--- config.mk ---
export PLATFORM = sky130hd
export DESIGN_NAME = mdu_issue
export DESIGN_NICKNAME = d
export VERILOG_FILES = /design/src/rtl/mdu_issue.sv
export SDC_FILE = /design/constraint.sdc
export NUM_CORES = 1
export LEC_CHECK = 0
export CAP_MARGIN = 30
export CELL_PAD_IN_SITES_DETAIL_PLACEMENT = 0
export CELL_PAD_IN_SITES_GLOBAL_PLACEMENT = 2
export CORE_ASPECT_RATIO = 0.9
export CORE_MARGIN = 3
export CORE_UTILIZATION = 29
export CTS_CLUSTER_DIAMETER = 80
export DETAILED_ROUTE_END_ITERATION = 10
export PLACE_DENSITY = 0.83
export SLEW_MARGIN = 20
export SYNTH_ARGS = -nofsm -noshare
export SYNTH_HDL_FRONTEND = slang
export SYNTH_SLANG_ARGS = --single-unit
--- constraint.sdc ---
create_clock -name clk -period 2.4 [get_ports clk]
set_input_delay 0.24 -clock clk [delete_from_list [all_inputs] [get_ports clk]]
set_output_delay 0.24 -clock clk [all_outputs]
set_load 0.005 [all_outputs]
--- src/rtl/mdu_issue.sv ---
// Issue sequencer between the E-stage and the multiply/divide unit: accepts one
// MDU instruction at a time, drives it to the unit for one cycle, waits out
// multiply/divide latency and returns MFHI/MFLO read data as a registered pulse.
module mdu_issue (
  input  logic        clk,
  input  logic        reset,
  input  logic        req_valid,
  input  logic [3:0]  req_op,
  input  logic [31:0] req_a,
  input  logic [31:0] req_b,
  output logic        req_ready,
  output logic        stall,
  output logic [3:0]  mdu_op,
  output logic [31:0] mdu_a,
  output logic [31:0] mdu_b,
  input  logic        md_busy,
  input  logic [31:0] md_out,
  output logic [31:0] rd_data,
  output logic        rd_valid
);

  localparam int unsigned OP_W   = 4;
  localparam int unsigned DATA_W = 32;

  // Shared MDU opcode encodings
  localparam logic [OP_W-1:0] MDU_NONE  = OP_W'(0);
  localparam logic [OP_W-1:0] MDU_MULT  = OP_W'(1);
  localparam logic [OP_W-1:0] MDU_MULTU = OP_W'(2);
  localparam logic [OP_W-1:0] MDU_DIV   = OP_W'(3);
  localparam logic [OP_W-1:0] MDU_DIVU  = OP_W'(4);
  localparam logic [OP_W-1:0] MDU_MFHI  = OP_W'(5);
  localparam logic [OP_W-1:0] MDU_MFLO  = OP_W'(6);
  localparam logic [OP_W-1:0] MDU_MTHI  = OP_W'(7);
  localparam logic [OP_W-1:0] MDU_MTLO  = OP_W'(8);

  typedef enum logic [1:0] {
    IDLE  = 2'd0,
    ISSUE = 2'd1,
    WAIT  = 2'd2
  } state_t;

  state_t              state_q, state_d;
  logic [OP_W-1:0]     op_q, op_d;
  logic [OP_W-1:0]     mdu_op_d;
  logic [DATA_W-1:0]   mdu_a_d, mdu_b_d;
  logic [DATA_W-1:0]   rd_data_d;
  logic                rd_valid_d;
  logic                accept;

  // Opcodes that actually reach the unit; everything else is accepted and dropped
  function automatic logic is_issuable(input logic [OP_W-1:0] op);
    return (op >= MDU_MULT) && (op <= MDU_MTLO);
  endfunction

  // Multi-cycle operations that keep the unit busy after issue
  function automatic logic is_long(input logic [OP_W-1:0] op);
    return (op == MDU_MULT) || (op == MDU_MULTU) || (op == MDU_DIV) || (op == MDU_DIVU);
  endfunction

  // HI/LO reads that return data through rd_data
  function automatic logic is_read(input logic [OP_W-1:0] op);
    return (op == MDU_MFHI) || (op == MDU_MFLO);
  endfunction

  // Handshake: ready only when idle, out of reset and the unit is not busy
  assign req_ready = reset && (state_q == IDLE) && !md_busy;
  assign stall     = req_valid && !req_ready;
  assign accept    = req_valid && req_ready;

  // State register
  always_ff @(posedge clk) begin
    if (!reset) begin
      state_q <= IDLE;
    end else begin
      state_q <= state_d;
    end
  end

  // Next-state and next-output logic
  always_comb begin
    state_d    = state_q;
    op_d       = op_q;
    mdu_op_d   = MDU_NONE;
    mdu_a_d    = mdu_a;
    mdu_b_d    = mdu_b;
    rd_data_d  = rd_data;
    rd_valid_d = 1'b0;
    case (state_q)
      IDLE: begin
        if (accept) begin
          op_d = req_op;
          if (is_issuable(req_op)) begin
            state_d  = ISSUE;
            mdu_op_d = req_op;
            mdu_a_d  = req_a;
            mdu_b_d  = req_b;
          end
        end
      end
      ISSUE: begin
        if (is_long(op_q)) begin
          state_d = WAIT;
        end else begin
          state_d = IDLE;
          if (is_read(op_q)) begin
            rd_data_d  = md_out;
            rd_valid_d = 1'b1;
          end
        end
      end
      WAIT: begin
        if (!md_busy) begin
          state_d = IDLE;
        end
      end
      default: begin
        state_d = IDLE;
      end
    endcase
  end

  // Registered unit drive, latched opcode and read-data outputs
  always_ff @(posedge clk) begin
    if (!reset) begin
      op_q     <= MDU_NONE;
      mdu_op   <= MDU_NONE;
      mdu_a    <= '0;
      mdu_b    <= '0;
      rd_data  <= '0;
      rd_valid <= 1'b0;
    end else begin
      op_q     <= op_d;
      mdu_op   <= mdu_op_d;
      mdu_a    <= mdu_a_d;
      mdu_b    <= mdu_b_d;
      rd_data  <= rd_data_d;
      rd_valid <= rd_valid_d;
    end
  end

endmodule

==> results.txt, run 1 <==
- On the final layout, the worst hold slack is 0.2479 ns.
- Chip height: about 140 um
* Syn-to-layout area delta: 42.61%
- Counting every instance in the synthesized netlist gives roughly 690.
- The startpoint identified for the worst hold timing path is req_op[3].
- Of the post-synthesis cell area, the part taken by muxes is 0.1700.
- The clock net in this run drives a total of roughly 110 sinks.
- Endpoint class of the critical path: output pin
- The initial utilization of the core area, before any placement, comes to 0.3009.
- Total gr overflow: 0
- The count of nets left with antenna violations once routing finished came out at 0.
- Net total in the final layout: approximately 960
- Global-route track usage on met1: 0.2018
- Across the run, the number of max-cap violations was 0.
- Post-Place Worst Slack: about 0.28 ns
- The repair_antennas step left the layout with diodes totalling 0.
- The worst register-to-register path has a setup slack of roughly 0.65 ns.
- Worst clock skew: 0.005241 ns
- Share of the synthesized netlist area taken by xor and xnor gates: 0.001430
- Summed over all nets, the half-perimeter wirelength after detailed placement is 10.97 mm.
- At the pin with the least slew margin, the transition time is about 0.78 ns.
- In the routed layout, each cell is associated on average with a via count of approximately 4.7.
* Syn Area/Cell: about 9 um2
- Setup violations remaining at the end of the flow were counted as 0.
- Hold bufs inserted after CTS: 0
- For this run, the top clock speed supported by timing is roughly 0.46 GHz.
- Of the synthesized area, sequential elements account for 0.3497.
- The run finished with clean final reports.
- Entering global routing, the biggest net connects 259 pins.
- Count of final max-slew check failures: 0
- DRC violation count after routing: 0
- In this run, distinct cell masters in the synthesized netlist total 28.
- Clock-pin slew was measured on the worst setup and hold paths at approximately 0.080 ns.
* Buffer levels on the longest clock path: 2
* Overall routing resource usage: 0.1471
- Placeable Area: around 0.020 mm2
- Detailed router's first-iteration violation count: roughly 330
- Synth Area in Simple Gates: 0.2317
- The floorplan has 49 rows.
- First-pass detailed-route iteration total: 5
* WS Path Type: flip-flop to output pin
* Inserted Clock Buffers: 9
* Worst-Skew Late Latency: around 0.35 ns
- The root buffer cell chosen for the clock tree is sky130_fd_sc_hd__clkbuf_16.
* Max_slew headroom: 0.4795
* Setup WS post-layout: between 0.2 and 0.25 ns
- RSZ-0062 raised after global routing: false
- Vias: around 5,400
- The number of global-route vias before repair was between 5,000 and 6,000.
- slightly above 200 I/O pins were placed.
* Number of warnings issued by yosys: 0
* Number of buffer cells added on primary ports: between 200 and 250
- Synthesized netlist net count: 797
- The number of gates resized after CTS was 0.
* GR met3 Demand/Resource: 0.03718
- The routed design has around 17 mm of wire.
- Fill cells in the final layout number roughly 2,000.
* First-pass GRT wire length: between 20 and 30 mm
- Of the total synthesized cell area, the portion taken by full adders, half adders and majority gates is 0.
- Multi-input gate area in the final layout: 0.003416 mm2
- Total area of sequential cells: about 0.0021 mm2
- The number of setup buffers added after CTS is 0.
- In this run the critical register-to-register path is launched from state_q[1]$_SDFFE_PN0P_.
* Largest family of logic cells by synthesized area: simple AND/OR/NAND/NOR gates
* Post-Synthesis Cell Area: just over 0.006 mm2
* Final critical-path share of the clock period: 0.9090
- TritonCTS built the clock tree.
- The die covers approximately 0.023 mm2.
- The global routing stage identified its most utilized layer as met2.
- Along the worst path, the maximum fanout reaches 8.
- Minimum clock period after layout: 2.182 ns
- Compound-gate portion of the synthesized area: 0.1510
* P per Cell Area: a little under 500 mW/mm2
* R2r endpoint: mdu_b[13]$_SDFFE_PN0P_
- CP Launch Type: flip-flop
- Overall power consumption: between 4 and 5 mW
- Average detailed-routed wire length per instance: ~15 um
- From left edge to right edge, the die measures 159.2 um.
- Of the cells placed in the final design, the portion with a size suffix greater than 1 is 0.1727.
- Hold/Removal Path Class: primary input to flip-flop
- Number of H-tree levels: 3
- STA puts the critical path data required time at ~2.2 ns.
* Weighted congestion at the end of routability-driven global placement: a little over 0.7
- Synthesized flop and latch total: ~110
- Adding up every negative setup slack in the final design gives 0 ns.
- The initial antenna violation count is 0.
- The final count of hold timing violations is 0.
- Cells on Worst Hold Path: 2
* Register-to-Register Path Depth: 5
- VDD sags by at most around 0.00035 V.
* Met2 layer usage reported by global route: 0.2351
- For this design the static power due to leakage is 2.903 nW.
- Worst endpoint data arrival time: 1.94 ns
- For hold timing, the worst endpoint is mdu_op[0]$_SDFF_PN0_.
[area by class of cell]
cell class	instances	area share
repair buffers	217	0.2591
flip-flops and latches	107	0.2452
inverters	68	0.02937
multi-input cells	449	0.3911
well taps	280	0.04011
clock buffers	9	0.02578
clock inverters	7	0.009311
[state kept, by name, indices dropped and copies added, names as in the netlist]
register and flops:
mdu_a 32, mdu_b 32, rd_data 32, mdu_op 4, op_q 4, state_q 2
rd_valid 1
[worst max-delay path by stage]
stage | from | end | slack (ns) | depth (start not counted)
detailed placement | md_busy | req_ready | 0.28 | 4
finish | state_q[1]$_SDFFE_PN0P_ | req_ready | 0.22 | 3
global route | state_q[1]$_SDFFE_PN0P_ | req_ready | 0.14 | 3
floorplan | state_q[1]$_SDFFE_PN0P_ | mdu_b[16]$_SDFFE_PN0P_ | 0.81 | 5
global placement | md_busy | req_ready | 0.29 | 4
CTS | state_q[1]$_SDFFE_PN0P_ | req_ready | 0.20 | 3
[per-stage QoR]
step | util | area (um2) | instances
2_1_floorplan | - | 6125 | 693
3_3_place_gp | 0.4127 | 8401 | 1120
3_5_place_dp | 0.4127 | 8401 | 1120
4_1_cts | 0.4278 | 8707 | 1136
5_1_grt | 0.4291 | 8735 | 1137
6_report | 0.4291 | 8735 | 1137
[critical path: stages, from the launching register on]
cell                              delay, ns
sky130_fd_sc_hd__dfxtp_1               0.33
sky130_fd_sc_hd__or4b_4                0.59
sky130_fd_sc_hd__clkinv_2              0.14
sky130_fd_sc_hd__clkdlybuf4s50_1       0.52
[cell usage in the layout, fill, tap and decap left out, types with 3 or more instances in the layout]
cell                                n
sky130_fd_sc_hd__a21oi_1            5
sky130_fd_sc_hd__nor3b_1            4
sky130_fd_sc_hd__o221ai_2          49
sky130_fd_sc_hd__nand2_1          129
sky130_fd_sc_hd__mux2i_1           32
sky130_fd_sc_hd__nand3b_1          65
sky130_fd_sc_hd__buf_12             8
sky130_fd_sc_hd__buf_4              3
sky130_fd_sc_hd__o221ai_1          15
sky130_fd_sc_hd__nand3_1           69
sky130_fd_sc_hd__clkbuf_16          9
sky130_fd_sc_hd__dfxtp_1          107
sky130_fd_sc_hd__o21ai_0            5
sky130_fd_sc_hd__clkdlybuf4s50_1  204
sky130_fd_sc_hd__mux2_2            64
sky130_fd_sc_hd__inv_1             67
[power breakdown]
part	total [mW]	internal [mW]	switching [mW]
Combinational	0.806	0.477	0.329
Clock	1.53	0.748	0.777
Sequential	1.97	1.87	0.0993
[cells in the mapped netlist (all sizes together)]
cell    instances  area share
nand3          69       0.056
o31ai           1      0.0012
inv            67       0.041
mux2i          32       0.052
nand3b         65       0.080
nor3            1     0.00082
nand2         129       0.079
a21oi           5      0.0041
o221ai         64        0.14
nor3b           4      0.0049
clkbuf         41       0.025
or4             1      0.0012
nand4           1      0.0020
clkinv          1     0.00082
o21ai           5      0.0041
or3             1      0.0010
and3            2      0.0020
or4b            1      0.0022
and2            1      0.0010
xor2            1      0.0014
dfxtp         107        0.35
nor2            2      0.0012
buf            28       0.029
mux2           64        0.12
[per-layer routing]
metal / vias up / part of all wire
met5: - / 0
met4: 0 / 0.0081
met3: 8 / 0.047
met2: 126 / 0.45
met1: 2510 / 0.49
li1: 2736 / -
[logic make-up after synthesis]
kind of cell	after synthesis
muxes	96
buffers and inverters	137
xor gates and xnor gates	1
AOI/OAI and AO/OA	75
and+or+nand+nor	277
DFF	107
(Power assumes the default switching activity.)
==> run 2: changes to the inputs <==
REMOVE_ABC_BUFFERS = 1   (was unset)
==> run 2 against run 1 <==
Effect of this change: non-clock buffer count grew 3; fmax shrank 1.2%; final cell count grew 0.18%; clock power shrank 6%; wire length grew 2.3%.
==> results.txt, run 2 (synthesis results as in run 1) <==
- Result of the run: complete, no violations
- Hold bufs inserted after CTS: 0
- For the pin with the worst max-slew slack, the measured transition is 1.095 ns.
* Register-to-Register Path Depth: 5
- Across the run, the number of max-cap violations was 0.
- CP Launch Type: flip-flop
- For this design the static power due to leakage is about 2.9 nW.
- Cell family with most CP delay: simple AND/OR/NAND/NOR gates
* Share of layout cells above drive strength 1: 0.1746
* Vias in the first global route: ~5,200
- Clock tree synthesis selected as its root buffer the cell sky130_fd_sc_hd__clkbuf_16.
- Crit Path Max Fanout: 8
- The die covers between 0.02 and 0.025 mm2.
- IO Pins: ~210
- Top library cells by usage in the layout, fill and taps aside: sky130_fd_sc_hd__clkdlybuf4s50_1 (204), sky130_fd_sc_hd__nand2_1 (129), sky130_fd_sc_hd__dfxtp_1 (107)
- The clock arrives with about 0.0071 ns of skew.
- Maximum number of pins on one net before global-route repair: about 260
- Leaving out fill and tap cells, the most frequent cell in the layout is sky130_fd_sc_hd__clkdlybuf4s50_1.
- Number of nets with antenna violations after detailed routing: 0
- DRC violation count after routing: 0
- Across all setup checks in the final design, the least slack found is between 0.15 and 0.2 ns.
* R2r endpoint: mdu_a[29]$_SDFFE_PN0P_
- Horizontal die dimension: roughly 160 um
* Slowest cell delay on critical path: ~0.60 ns
- TritonCTS built the clock tree.
* First-pass GRT wire length: 28.35 mm
* Slack of the worst reg-to-reg path: just over 0.6 ns
* Number of buffer cells added on primary ports: between 200 and 250
- Overall power consumption: 4.217 mW
* Hold slack: 0.4315 ns
- Post-Place Cells: 1,124
- Post-CTS timing repair inserted 0 buffers for setup.
* Antenna diode count: 0
- The detailed router finished its first iteration with 297 violations.
- Critical path buffer and inverter count: 2
- Minimum clock period after layout: around 2.2 ns
- Maximum clock frequency: ~0.45 GHz
- Combinational cell fraction of total power: 0.193
- Average via count per standard cell: about 4.8
- Inserted Clock Buffers: 9
* Clock slew at the register clock pins of the worst setup and hold paths: 0.08 ns
- CTS saw 107 sinks.
- Part of the power in the clock network: 0.342
- For this run, the detailed router's first-pass iteration total came to 4.
- Number of H-tree levels: 3
* Placeable Area: 0.02035 mm2
* Worst R2R Start: state_q[1]$_SDFFE_PN0P_
* Vias: about 5,400
- The die is approximately 140 um tall.
- Capture endpoint of the worst hold path: rd_data[17]$_SDFFE_PN0P_
- The worst-case IR drop observed on VDD is 0.0003347 V.
- Endpoint class of the critical path: output pin
* Sum of routed wire length over all layers: 17.49 mm
* Initial antenna violation count: 0
* Average detailed-routed wire length per instance: approximately 15 um
- Buffer levels on the longest clock path: 2
* Final instance count without filler cells: about 1,100
- The number of pins with negative max-slew slack in the final report is 0.
- Power dissipated by switching net loads: 1.163 mW
* Weighted congestion at the end of routability-driven global placement: roughly 0.7
- Cells on Worst Hold Path: 3
* Beginning of the worst hold path: md_out[17]
- Once detailed placement completed, the half-perimeter wirelength came to about 11 mm.
- Of the total power, the share spent switching nets is 0.2758.
- Syn-to-layout area delta: 41.98%
- Measured against its own limit, the worst slew margin works out to 0.2698.
* Largest registers: mdu_a x32, mdu_b x32, rd_data x32
- The final layout contains ~960 nets.
- Dividing total power by cell area gives a power density of between 400 and 500 mW/mm2.
* Final setup violation count: 0
- The critical path is of the flip-flop to output pin type.
- For this run, the total global-route usage over all layers was measured as 0.1521.
- Total gr overflow: 0
* Endpoint required time on the critical path: between 2 and 2.5 ns
- Worst-Skew Late Latency: 0.36 ns
* Initial core utilization: 0.3009
* Post-Place Worst Slack: 0.2658 ns
* Chain of cells forming the critical path: or4b_4, clkinv_2, nor2_1, clkdlybuf4s50_1
- Max stage delay cell, worst path: sky130_fd_sc_hd__or4b_4
- Post-cts resize count: 0
* Internal power component: slightly above 3 mW
* Number of logic stages on the critical path including buffering: 4
* Worst endpoint data arrival time: 1.97 ns
- Fin. Hold Viols: 0
- Hold/Removal Path Class: primary input to flip-flop
* Relative contribution of sequential cells to total power: 0.465
- Fill cell count: 2,060
- After floorplanning, the core was divided into about 50 placement rows.
* Final critical-path share of the clock period: 0.9203
* Setup TNS: 0 ns
* RSZ-0062 raised after global routing: false
[run 2: worst max path at each step]
stage                             from                endpoint  slack (ns)
2_1_floorplan                req_op[0]  mdu_b[10]$_SDFFE_PN0P_       -3.40
5_1_grt        state_q[1]$_SDFFE_PN0P_                   stall        0.11
3_5_place_dp                   md_busy                   stall        0.27
6_report       state_q[1]$_SDFFE_PN0P_                   stall        0.19
3_3_place_gp                   md_busy                   stall        0.28
4_1_cts        state_q[1]$_SDFFE_PN0P_                   stall        0.16
[run 2: stage by stage]
step                        util  instance area (um2)
final                     0.4272                 8696
after global routing      0.4272                 8696
after CTS                 0.4272                 8696
after detailed placement  0.4136                 8418
after global placement    0.4136                 8418
after floorplan                -                 5792
[run 2: cell type report]
class	count	area (um2)	area share
Clock buffer	9	225.2	0.02590
Clock inverter	6	52.55	0.006043
Inverter	68	256.5	0.02950
Multi-Input combinational cell	449	3416	0.3928
Sequential cell	107	2142	0.2463
Tap cell	280	350.3	0.04029
Timing Repair Buffer	220	2253	0.2591
[run 2: worst min-delay path: stages]
cell                              delay, ns
sky130_fd_sc_hd__clkdlybuf4s50_1       0.39
sky130_fd_sc_hd__nand2_1               0.05
sky130_fd_sc_hd__mux2i_1               0.05
[run 2: power by group through the flow]
stage	sequential [mW]	clock, mW	combinational [mW]
global placement	2.00	0	0.817
detailed placement	2.00	0	0.820
floorplan	2.00	0	0.283
global route	1.98	1.58	0.892
CTS	1.96	1.52	0.826
finish	1.96	1.44	0.812
[run 2: metal layers]
metal | wire (um) | track usage
met5 | 0 | 0
met4 | 179 | 0.03547
met3 | 1625 | 0.07003
met2 | 7179 | 0.2249
met1 | 8506 | 0.2027
==> run 3: changes to the inputs <==
PLACE_DENSITY = 0.88   (was 0.83)
==> run 3 against run 2 <==
Effect of this change: final cell count rose by 0.18%; die area unchanged; cell area increased by 0.32%; first-iteration DRC count rose by 12%; sequential power barely moved; wire length down 2.1%; clock power barely moved; core utilization rose by 0.14 points; total power grew 0.69%; combinational power is 0.5% lower; global-route usage shrank 0.11 points; setup slack better by 0.033 ns; critical endpoint is now req_ready.
==> results.txt, run 3 (synthesis results as in run 1) <==
* Hold/Removal Path Class: primary input to flip-flop
* Vias: 5,329
- Data arrives at the worst endpoint at between 1.5 and 2 ns.
- Minimum clock period after layout: 2.175 ns
- The share of total power dissipated in the clock network is 0.347.
- TritonCTS created 9 clock buffers.
- Routed met1 length: a little over 8 mm
* Fin. Hold Viols: 0
- Largest registers: mdu_a x32, mdu_b x32, rd_data x32
- For this run, the post-layout net count is 960.
* WS Path Type: flip-flop to output pin
- Crit Path Max Fanout: 8
- In this run the power spent charging and discharging nets is between 1 and 1.5 mW.
- Average via count per standard cell: between 4 and 5
- Buffers placed on the I/O ports in this run total 206.
- In this run, post-CTS repair resized a total of 0 instances.
* Leakage power summed over all cells: around 2.9 nW
- Slew at the pin closest to its max-slew limit: 0.9647 ns
- Worst-case vdd ir drop: approximately 0.00028 V
* Total gr overflow: 0
- The initial utilization of the core area, before any placement, comes to 0.3009.
- Detailed router's first-iteration violation count: roughly 330
* Number of nets with antenna violations after detailed routing: 0
* TritonCTS sink count: around 110
- DR WL met3: 1.505 mm
- Endpoint class of the critical path: output pin
- 207 I/O pins were placed.
- The number of hold buffers added after CTS was 0.
* Routed length on met2: approximately 7.2 mm
- Derived from the worst setup path, the maximum achievable clock frequency is approximately 0.46 GHz.
* DRC violation count after routing: 0
* Overall routing resource usage: 0.1509
- Worst clock skew: around 0.008 ns
- The number of global-route vias before repair came to around 5,300.
- In the final routed layout, each cell accounts on average for 15.00 um.
* Switching share of power: 0.2771
- Number of H-tree levels: 3
- Row cnt: 49
- For the worst setup path, the data required time is roughly 2.2 ns.
* Result of the run: complete, no violations
* Final instance count without filler cells: ~1,100
- Fill cell count: roughly 2,100
* Top library cells by usage in the layout, fill and taps aside: sky130_fd_sc_hd__clkdlybuf4s50_1 (204), sky130_fd_sc_hd__nand2_1 (129), sky130_fd_sc_hd__dfxtp_1 (107)
* Initial antenna violation count: 0
* Relative contribution of sequential cells to total power: 0.462
- Entering global routing, the biggest net connects between 200 and 250 pins.
* Post-Place Cells: around 1,100
* Clock root buffer: sky130_fd_sc_hd__clkbuf_16
* Antenna diode count: 0
- Weighted congestion at the end of routability-driven global placement: ~0.7
- Power spread over the standard cell area amounts to between 400 and 500 mW/mm2.
- Cells on Worst Hold Path: 3
- Count of final max-slew check failures: 0
- Final critical-path share of the clock period: 0.9064
- In the final layout, the share of cells above drive strength 1 is 0.1765.
* Post-CTS setup repair buffer count: 0
- TritonCTS clock tree: done
* Max_cap viols: 0
- Combinational cell fraction of total power: 0.190
- Top Metal Used: met4
* Placeable Area: slightly above 0.02 mm2
* Post-DP HPWL: 11.38 mm
- OpenSTA, run right after detailed placement, puts the worst setup slack at between 0.2 and 0.25 ns.
- The die is 143.9 um tall.
- Counting along the longest clock path gives a buffer depth of 2.
- For this block, the routed nets add up to 17.12 mm of wire.
- Register-to-Register Path Depth: 5
- After clock tree synthesis, the clock-pin slew on the worst setup and hold paths is about 0.08 ns.
- Max_slew headroom: 0.3569
* Die Footprint: 0.02290 mm2
- RSZ-0062 raised after global routing: false
- The first TritonRoute pass finished after 4 iterations.
- The first global-routing pass estimated approximately 28 mm of wire.
* Commonest non-fill, non-tap cell in the layout: sky130_fd_sc_hd__clkdlybuf4s50_1
* Worst-Skew Late Latency: 0.35 ns
- Final hold analysis gives a worst-case slack of between 0.4 and 0.5 ns.
* CP Launch Type: flip-flop
- Relative to the synthesized area, the layout overhead comes to 42.43%.
- Setup violations remaining at the end of the flow were counted as 0.
- Cell internal power was estimated by the tool at about 3.1 mW.
* Horizontal die dimension: approximately 160 um
- Setup WS post-layout: ~0.22 ns
-- run 3: changes by cell type in the layout (fill, tap and decap cells not counted) --
cell                       previous run  this run
sky130_fd_sc_hd__inv_8                1         2
sky130_fd_sc_hd__clkinv_4             3         0
sky130_fd_sc_hd__buf_12               7         8
sky130_fd_sc_hd__clkinv_2             1         2
sky130_fd_sc_hd__inv_6                0         2
-- run 3: area by class of cell --
type / count / area, um2 / area share
clock inverters: 7 / 60.06 / 0.006885
multi-input cells: 449 / 3416 / 0.3916
clock buffers: 9 / 225.2 / 0.02582
inverters: 68 / 256.5 / 0.02940
well taps: 280 / 350.3 / 0.04016
repair buffers: 221 / 2273 / 0.2606
flip-flops and latches: 107 / 2142 / 0.2456
-- run 3: worst max-delay path: stages, from the launching register on --
cell                              delay, ns
sky130_fd_sc_hd__dfxtp_1               0.33
sky130_fd_sc_hd__or4b_4                0.59
sky130_fd_sc_hd__clkinv_2              0.14
sky130_fd_sc_hd__clkdlybuf4s50_1       0.52
-- run 3: path summary, 6_finish.rpt --
kind                                         startpoint                 endpoint  slack [ns]
worst max-delay path            state_q[1]$_SDFFE_PN0P_                req_ready        0.22
worst min-delay path                          md_out[7]  rd_data[7]$_SDFFE_PN0P_        0.43
worst max register to register  state_q[1]$_SDFFE_PN0P_   mdu_a[21]$_SDFFE_PN0P_        0.56
worst min register to register  rd_data[0]$_SDFFE_PN0P_  rd_data[0]$_SDFFE_PN0P_        0.45
-- run 3: routing by layer --
| metal | vias to the layer above | GRT usage |
|---|---|---|
| met1 | 2430 | 0.1987 |
| li1 | 2730 | - |
| met5 | - | 0 |
| met2 | 157 | 0.2299 |
| met3 | 12 | 0.06455 |
| met4 | 0 | 0.03593 |
-- run 3: per-stage QoR --
| step | area (um2) | TNS [ns] | power, mW | utilization |
|---|---|---|---|---|
| 3_5_place_dp | 8438 | 0 | 2.822 | 0.4146 |
| 2_1_floorplan | 5792 | -220.58 | 2.279 | - |
| 6_report | 8723 | 0 | 4.246 | 0.4286 |
| 5_1_grt | 8723 | 0 | 4.469 | 0.4286 |
| 4_1_cts | 8723 | 0 | 4.327 | 0.4286 |
| 3_3_place_gp | 8438 | 0 | 2.817 | 0.4146 |
-- run 3: power by group through the flow --
stage / sequential (mW) / combinational (mW) / clock [mW]
finish: 1.96 / 0.808 / 1.47
global route: 1.98 / 0.888 / 1.60
CTS: 1.96 / 0.823 / 1.54
detailed placement: 2.00 / 0.818 / 0
global placement: 2.00 / 0.814 / 0
floorplan: 2.00 / 0.283 / 0
